==> config.mk <==
export PLATFORM = sky130hd
export DESIGN_NAME = stack_op_sequencer
export DESIGN_NICKNAME = d
export VERILOG_FILES = /design/src/rtl/stack_op_sequencer.sv
export SDC_FILE = /design/constraint.sdc
export NUM_CORES = 1
export LEC_CHECK = 0
export ABC_AREA = 1
export BUFFER_PORTS_ARGS = -buffer_cell sky130_fd_sc_hd__buf_2
export CORE_MARGIN = 1
export CORE_UTILIZATION = 45
export DETAILED_ROUTE_END_ITERATION = 10
export PLACE_DENSITY = 0.78
export SLEW_MARGIN = 5
export SYNTH_ARGS = -nofsm -noshare
export SYNTH_HDL_FRONTEND = slang
export SYNTH_SLANG_ARGS = --single-unit
export TNS_END_PERCENT = 5
==> constraint.sdc <==
create_clock -name clk -period 2.5 [get_ports clk]
set_clock_uncertainty 0.05 [all_clocks]
set_input_delay 0.125 -clock clk [delete_from_list [all_inputs] [get_ports clk]]
set_output_delay 0.125 -clock clk [all_outputs]
set_load 0.005 [all_outputs]
==> src/rtl/stack_op_sequencer.sv <==
// stack_op_sequencer
//   Command-side master for one SuperStack operand stack. Accepts
//   WebAssembly-style stack commands over a valid/ready handshake, drives the
//   stack's op/data port as a short multi-cycle sequence, and reports
//   completion (done pulse) with an error code per command.
//
// Ports
//   clk         rising-edge clock
//   reset       asynchronous, active-low reset
//   cmd_valid   command request
//   cmd_ready   high only while idle; transfer on cmd_valid && cmd_ready
//   cmd         0=NOP 1=PUSH 2=DROP 3=DUP 4=EQZ 5=ADD 6=SUB 7=AND
//   imm         PUSH immediate, sampled at transfer
//   stk_op      stack op (NONE/PUSH/POP/REPLACE), registered
//   stk_data    stack write data, registered
//   stk_tos     stack top-of-stack
//   stk_status  stack status (NONE/EMPTY/FULL/OVERFLOW/UNDERFLOW)
//   done        one-cycle completion pulse
//   err         0=ok 1=underflow 2=overflow; valid with done, held until next
module stack_op_sequencer #(
  parameter int unsigned WIDTH = 8
) (
  input  logic             clk,
  input  logic             reset,
  input  logic             cmd_valid,
  output logic             cmd_ready,
  input  logic [2:0]       cmd,
  input  logic [WIDTH-1:0] imm,
  output logic [1:0]       stk_op,
  output logic [WIDTH-1:0] stk_data,
  input  logic [WIDTH-1:0] stk_tos,
  input  logic [2:0]       stk_status,
  output logic             done,
  output logic [1:0]       err
);

  typedef enum logic [2:0] {
    S_IDLE,
    S_ISSUE_OP,
    S_CHECK,
    S_BIN_CHECK,
    S_BIN_ISSUE
  } state_e;

  typedef enum logic [2:0] {
    CMD_NOP  = 3'd0,
    CMD_PUSH = 3'd1,
    CMD_DROP = 3'd2,
    CMD_DUP  = 3'd3,
    CMD_EQZ  = 3'd4,
    CMD_ADD  = 3'd5,
    CMD_SUB  = 3'd6,
    CMD_AND  = 3'd7
  } cmd_e;

  typedef enum logic [1:0] {
    OP_NONE    = 2'd0,
    OP_PUSH    = 2'd1,
    OP_POP     = 2'd2,
    OP_REPLACE = 2'd3
  } op_e;

  typedef enum logic [2:0] {
    ST_NONE      = 3'd0,
    ST_EMPTY     = 3'd1,
    ST_FULL      = 3'd2,
    ST_OVERFLOW  = 3'd3,
    ST_UNDERFLOW = 3'd4
  } status_e;

  typedef enum logic [1:0] {
    ERR_OK        = 2'd0,
    ERR_UNDERFLOW = 2'd1,
    ERR_OVERFLOW  = 2'd2
  } err_e;

  state_e           state_q, state_d;
  op_e              op_q, op_d;
  logic [WIDTH-1:0] data_q, data_d;
  logic             done_q, done_d;
  err_e             err_q, err_d;
  cmd_e             cmd_q, cmd_d;
  logic [WIDTH-1:0] b_q, b_d;

  logic             stk_empty;
  cmd_e             cmd_in;

  assign cmd_in    = cmd_e'(cmd);
  assign stk_empty = (stk_status == ST_EMPTY) || (stk_status == ST_UNDERFLOW);

  assign cmd_ready = (state_q == S_IDLE);
  assign stk_op    = op_q;
  assign stk_data  = data_q;
  assign done      = done_q;
  assign err       = err_q;

  always_comb begin
    state_d = state_q;
    op_d    = OP_NONE;
    data_d  = data_q;
    done_d  = 1'b0;
    err_d   = err_q;
    cmd_d   = cmd_q;
    b_d     = b_q;

    case (state_q)
      S_IDLE: begin
        if (cmd_valid) begin
          // stk_op is NONE while idle, so stk_tos here is the settled top (b).
          cmd_d = cmd_in;
          b_d   = stk_tos;
          case (cmd_in)
            CMD_NOP: begin
              done_d = 1'b1;
              err_d  = ERR_OK;
            end
            CMD_PUSH: begin
              op_d    = OP_PUSH;
              data_d  = imm;
              state_d = S_ISSUE_OP;
            end
            CMD_DROP: begin
              op_d    = OP_POP;
              state_d = S_ISSUE_OP;
            end
            CMD_DUP: begin
              if (stk_empty) begin
                done_d = 1'b1;
                err_d  = ERR_UNDERFLOW;
              end else begin
                op_d    = OP_PUSH;
                data_d  = stk_tos;
                state_d = S_ISSUE_OP;
              end
            end
            CMD_EQZ: begin
              op_d    = OP_REPLACE;
              data_d  = (stk_tos == '0) ? WIDTH'(1) : '0;
              state_d = S_ISSUE_OP;
            end
            default: begin
              // Binary ops: pop b first, then replace a with the result.
              op_d    = OP_POP;
              state_d = S_ISSUE_OP;
            end
          endcase
        end
      end

      S_ISSUE_OP: begin
        state_d = (cmd_q == CMD_ADD || cmd_q == CMD_SUB || cmd_q == CMD_AND)
                  ? S_BIN_CHECK : S_CHECK;
      end

      S_CHECK: begin
        done_d  = 1'b1;
        state_d = S_IDLE;
        if (stk_status == ST_OVERFLOW) begin
          err_d = ERR_OVERFLOW;
        end else if (stk_status == ST_UNDERFLOW) begin
          err_d = ERR_UNDERFLOW;
        end else begin
          err_d = ERR_OK;
        end
      end

      S_BIN_CHECK: begin
        // EMPTY here means b was popped but there is no a; b stays consumed.
        if (stk_empty) begin
          done_d  = 1'b1;
          err_d   = ERR_UNDERFLOW;
          state_d = S_IDLE;
        end else begin
          op_d    = OP_REPLACE;
          state_d = S_BIN_ISSUE;
          case (cmd_q)
            CMD_ADD: data_d = stk_tos + b_q;
            CMD_SUB: data_d = stk_tos - b_q;
            default: data_d = stk_tos & b_q;
          endcase
        end
      end

      S_BIN_ISSUE: begin
        state_d = S_CHECK;
      end

      default: begin
        state_d = S_IDLE;
      end
    endcase
  end

  always_ff @(posedge clk or negedge reset) begin
    if (!reset) begin
      state_q <= S_IDLE;
      op_q    <= OP_NONE;
      data_q  <= '0;
      done_q  <= 1'b0;
      err_q   <= ERR_OK;
      cmd_q   <= CMD_NOP;
      b_q     <= '0;
    end else begin
      state_q <= state_d;
      op_q    <= op_d;
      data_q  <= data_d;
      done_q  <= done_d;
      err_q   <= err_d;
      cmd_q   <= cmd_d;
      b_q     <= b_d;
    end
  end

endmodule

* Word-level counts from Yosys, hierarchy flattened
Cells that the tools add are included.
Cells by class: reductions and logical operators 12, add/sub/neg operators 2, eq/ne operators 19, muxes and demuxes 28, bitwise logic cells 1
Operator list (number):
- $pmux 8 s2 | 2
- $mux 8 | 3
- $pmux 8 s3 | 1
- $eq 3x3->1 const B | 6
- $eq 3x2->1 const B | 4
- $pmux 3 s4 | 1
- $mux 2 | 5
- $eq 3x1->1 const B | 3
- $mux 3 | 3
- $add 8x8->8 | 1
- $and 8x8->8 | 1
- $logic_not 8->1 | 1
- $pmux 2 s2 | 2
- $pmux 2 s4 | 1
- $sub 8x8->8 | 1
- $logic_not 3->1 | 2
- $mux 1 | 6
- $ne 2x2->1 const B | 3
- $pmux 2 s3 | 1
- $pmux 3 s2 | 1
- $reduce_and 3->1 | 2
- $reduce_and 5->1 | 1
- $ne 4x1->1 const B | 1
- $logic_or 1x1->1 | 3
- 7 further kinds | 7
Word-level totals: bits in registers 27, word-level logic and storage cells 69, input port bits 25

* Longest topological paths before layout
depth in word-level cells 6, mapped depth 18

* Worst setup path after synthesis
No wires, ideal clock.
kind register to register, from reg b_q[0], to reg data_q[7] (netlist: stk_data[7]), slack 0.211 ns, stages on the path, launching flop included 18, data required time 2.329 ns, data arrival time 2.118 ns, period minus slack after synthesis 2.289 ns, library setup time 0.121 ns, path through dfrtp_1 inv_1 ha_1 inv_1 nor3_1 inv_1 o31ai_1 xor2_1 inv_1 ha_1 nand2_1 inv_1 a21oi_1 nand2_1 nand3_1 nand3_1 nand2_1 a21oi_1
Between the ends: longest elaborated chain between the ends 4
Ends and longest elaborated chain:
- start: declaration | line 83 | logic [WIDTH-1:0] b_q, b_d;
- start signal: assignment | line 202 | b_q <= '0;
- start signal: assignment | line 210 | b_q <= b_d;
- $sub 8x8->8 / $add 8x8->8 (equally long branches) | line 178, 177
- $pmux 8 s2 (*) | line 176 | case (cmd_q)
- $mux 8 (*) | line 169 | if (stk_empty) begin
- $pmux 8 s2 (*) | line 106 | case (state_q)
- end signal: assignment | line 206 | data_q <= data_d;
- end: declaration | line 79 | logic [WIDTH-1:0] data_q, data_d;
Mark *: on every way between the ends. The rest lies on a longest branch, timed or not. The select of a mux whose other input is x is not followed. A chain may end at the register's enable or synchronous reset.

* Final worst setup path
from reg b_q[1], to reg data_q[7] (netlist: stk_data[7])
Same word-level chain as after synthesis.

==> impl_metrics.yaml <==
die:
  initial_core_util: 0.466
  die_area_mm2: 0.00478
  die_h_um: 69.1
  core_area_mm2: 0.00435
  pin_count: 39
  row_count: 24
  fp.dieW_um: 69.1
clock_network:
  htreeDepth: 1
  clock-sinks: 27
  ctsRootBufferMaster: "clkbuf_8"
  path_clk_slew_ns: 0.10
  worst_skew_pair.late_latency_ns: 0.27
  clockBufferDepth: 2
  cts_tree: "yes"
  cts_buffers: 3
yosys:
  ys_top_cells_by_area: "dfrtp_1, nand2_1, inv_1, o21ai_0, ha_1"
  synthXorXnorAreaFrac: 0.0259
  synth_most_common_cell: "nand2_1"
  synthDistinctLibCells: 40
  yosys_most_used_dff: "dfrtp_1"
  syn_area_mm2: 0.00203
  synth_top_family_by_area: "simple AND/OR/NAND/NOR gates"
  synthAdderAreaFrac: 0.0654
  synth_commonest_cells: "nand2_1, inv_1, dfrtp_1"
  yosys.area.top_type: "dfrtp_1"
  synthMuxAreaShare: 0
  yosysTopAreaCellShare: 0.333
  ys_ff_latch: 27
  synth_compound_area_frac: 0.174
  yosys.area_share.simple: 0.307
  ys_warn_count: 0
  synth.avg_cell_area_um2: 7.17
  async_flop_share: 1.00
  synth_fp_nets: 318
  seq_area_frac_synth: 0.333
  synth_edf_count: 0
  netlist_instances: 283
min_path:
  min_delay_path_depth: 3
  hold_class: "primary input to flip-flop"
power:
  p_comb_frac: 0.648
  power_density_mw_per_mm2: 1270
  switchingPower_w: 0.00148
  peakVddDrop_mv: 0.432
  power.static_leakage_nw: 1.25
  internal_power_w: 0.00154
  finalPower_w: 0.00302
  swShare: 0.489
  p_seq_frac: 0.269
  clkPwrFrac: 0.083
sta:
  timing.final.crit_share: 0.959
  slew_headroom: 0.586
  period_minus_slack_ns: 2.40
  hold_slack_ns: 0.0592
  rsz0062_at_grt: "true"
  fmax_mhz: 417
  setup_viol: 0
  worst_pin_slew_ns: 0.621
  tns_ns: 0
  slew_viol_final: 0
  hold_viol_final: 0
placed_design:
  gp_congestion: 0.906
  placedCellCount: 372
  port_buffers: 38
  placed_cell_area_mm2: 0.00228
  hpwl_mm: 3.68
routing:
  ant_nets: 0
  vias: 1961
  drt_wl_total_mm: 4.76
  drtPass1Iterations: 4
  drtIter0Drc: 129
  drc: 0
  wire_per_inst_um: 12.6
  vias_per_cell: 5.19
global_route:
  grt.busiest_layer: "met2"
  grt_use_total: 0.212
  grt_pass1_vias: 1858
  grt_pass1_wl_mm: 8.36
  grt_max_degree: 28
  antenna_found_initial: 0
  met3_usage: 0.0175
  met1_usage: 0.296
  use_met2: 0.344
  gr-total-overflow: 0
setup_path:
  start_kind: "flip-flop"
  r2r_cells: 18
  worstPathArrival_ns: 2.55
  crit_path_end_kind: "flip-flop"
  worstPathRequired_ns: 2.65
  worstPathMaxFanout: 4
  worstSetupPathType: "flip-flop to flip-flop"
run:
  drv_cap: 0
cells_and_area:
  n_antenna_cell: 0
  fillers: 440
  area_growth_pct: 17.6
  stdcell_area_mm2: 0.00238
  stdcell_count: 378
  layout-drive-gt1-share: 0.245
  nNetsFinal: 362
run_status:
  status: "finished, final reports clean"
==> routing by layer <==
layer | wire length (um) | part of all wire | up-vias
met4 | 103 | 0.022 | 0
met5 | 0 | 0 | -
li1 | - | - | 1009
met1 | 2360 | 0.50 | 887
met3 | 180 | 0.038 | 10
met2 | 2120 | 0.44 | 55
==> kinds of logic after synthesis <==
group / count (synthesis)
AOI/OAI and AO/OA: 57
xor gates and xnor gates: 6
adders and majority gates: 10
buffers and inverters: 46
DFF: 27
and+or+nand+nor: 137
==> placed cells by master (no fill, tap or decap), drive strengths merged, types with 2 or more instances in the layout <==
cell type / count
o21ai: 26
dfrtp: 27
a31oi: 6
o211ai: 5
nor3: 2
nor2: 27
buf: 41
inv: 42
a21oi: 13
ha: 9
nand3: 21
o31ai: 2
clkinv: 2
clkbuf: 3
or2: 3
nand2: 81
xor2: 5
==> power by group through the flow <==
stage,clock network [W],logic (W),registers [W]
final,0.000252,0.00196,0.000812
after global routing,0.000277,0.00225,0.000843
after CTS,0.000265,0.00186,0.000801
after detailed placement,0,0.00182,0.000807
after global placement,0,0.00179,0.000797
after floorplan,0,0.00140,0.000796
==> final timing paths <==
kind / from / endpoint / slack, ns
setup / recovery: b_q[1] / stk_data[7] / 0.10
hold reg to reg: state_q[1] / state_q[0] / 0.39
hold / removal: stk_tos[0] / b_q[0] / 0.06
min in group asynchronous: reset / state_q[0] / 0.35
max in group asynchronous: reset / cmd_q[0] / 1.61
setup reg to reg: b_q[1] / stk_data[7] / 0.10
==> stage by stage <==
step                      worst slack, ns   util
after floorplan                     0.211      -
after global placement              0.105  0.523
after detailed placement           0.0208  0.523
after CTS                         0.00262  0.537
after global routing               -0.147  0.548
final                               0.103  0.548
==> flip-flops by register name, summed over array words and instances (netlist names) <==
name	cells
b_q	8
stk_data	8
cmd_q	3
state_q	3
err	2
stk_op	2
done	1
==> critical path, cell delays in order, from the launching register on <==
cell and delay [ns]:
dfrtp_1 0.40, inv_2 0.08, ha_1 0.14, inv_1 0.05, nor3_2 0.10, inv_1 0.08
o31ai_2 0.24, xor2_1 0.17, inv_1 0.09, ha_4 0.23, nand2_1 0.06, nand2_1 0.08
a21oi_2 0.12, nand2_1 0.08, inv_1 0.06, nand2_1 0.05, nand3_1 0.07, nand2_1 0.05
a21oi_1 0.13
==> timing repair <==
item	in CTS	in global routing
pin swaps	0	6
resized for setup	2	10
setup buffers	0	1
setup endpoints to repair	1	3
hold buffers	1	0
endpoints found under the hold margin	27	0
==> final cells by class <==
type,count,area [um2],area share
clock buffers,3,41.3,0.0173
clock inverters,1,5.00,0.00210
inverters,43,171,0.0719
multi-input cells,210,1200,0.504
flip-flops and latches,27,677,0.284
well taps,52,65.1,0.0273
repair buffers,42,223,0.0934
No activity file was read; power rests on OpenSTA's default activity.
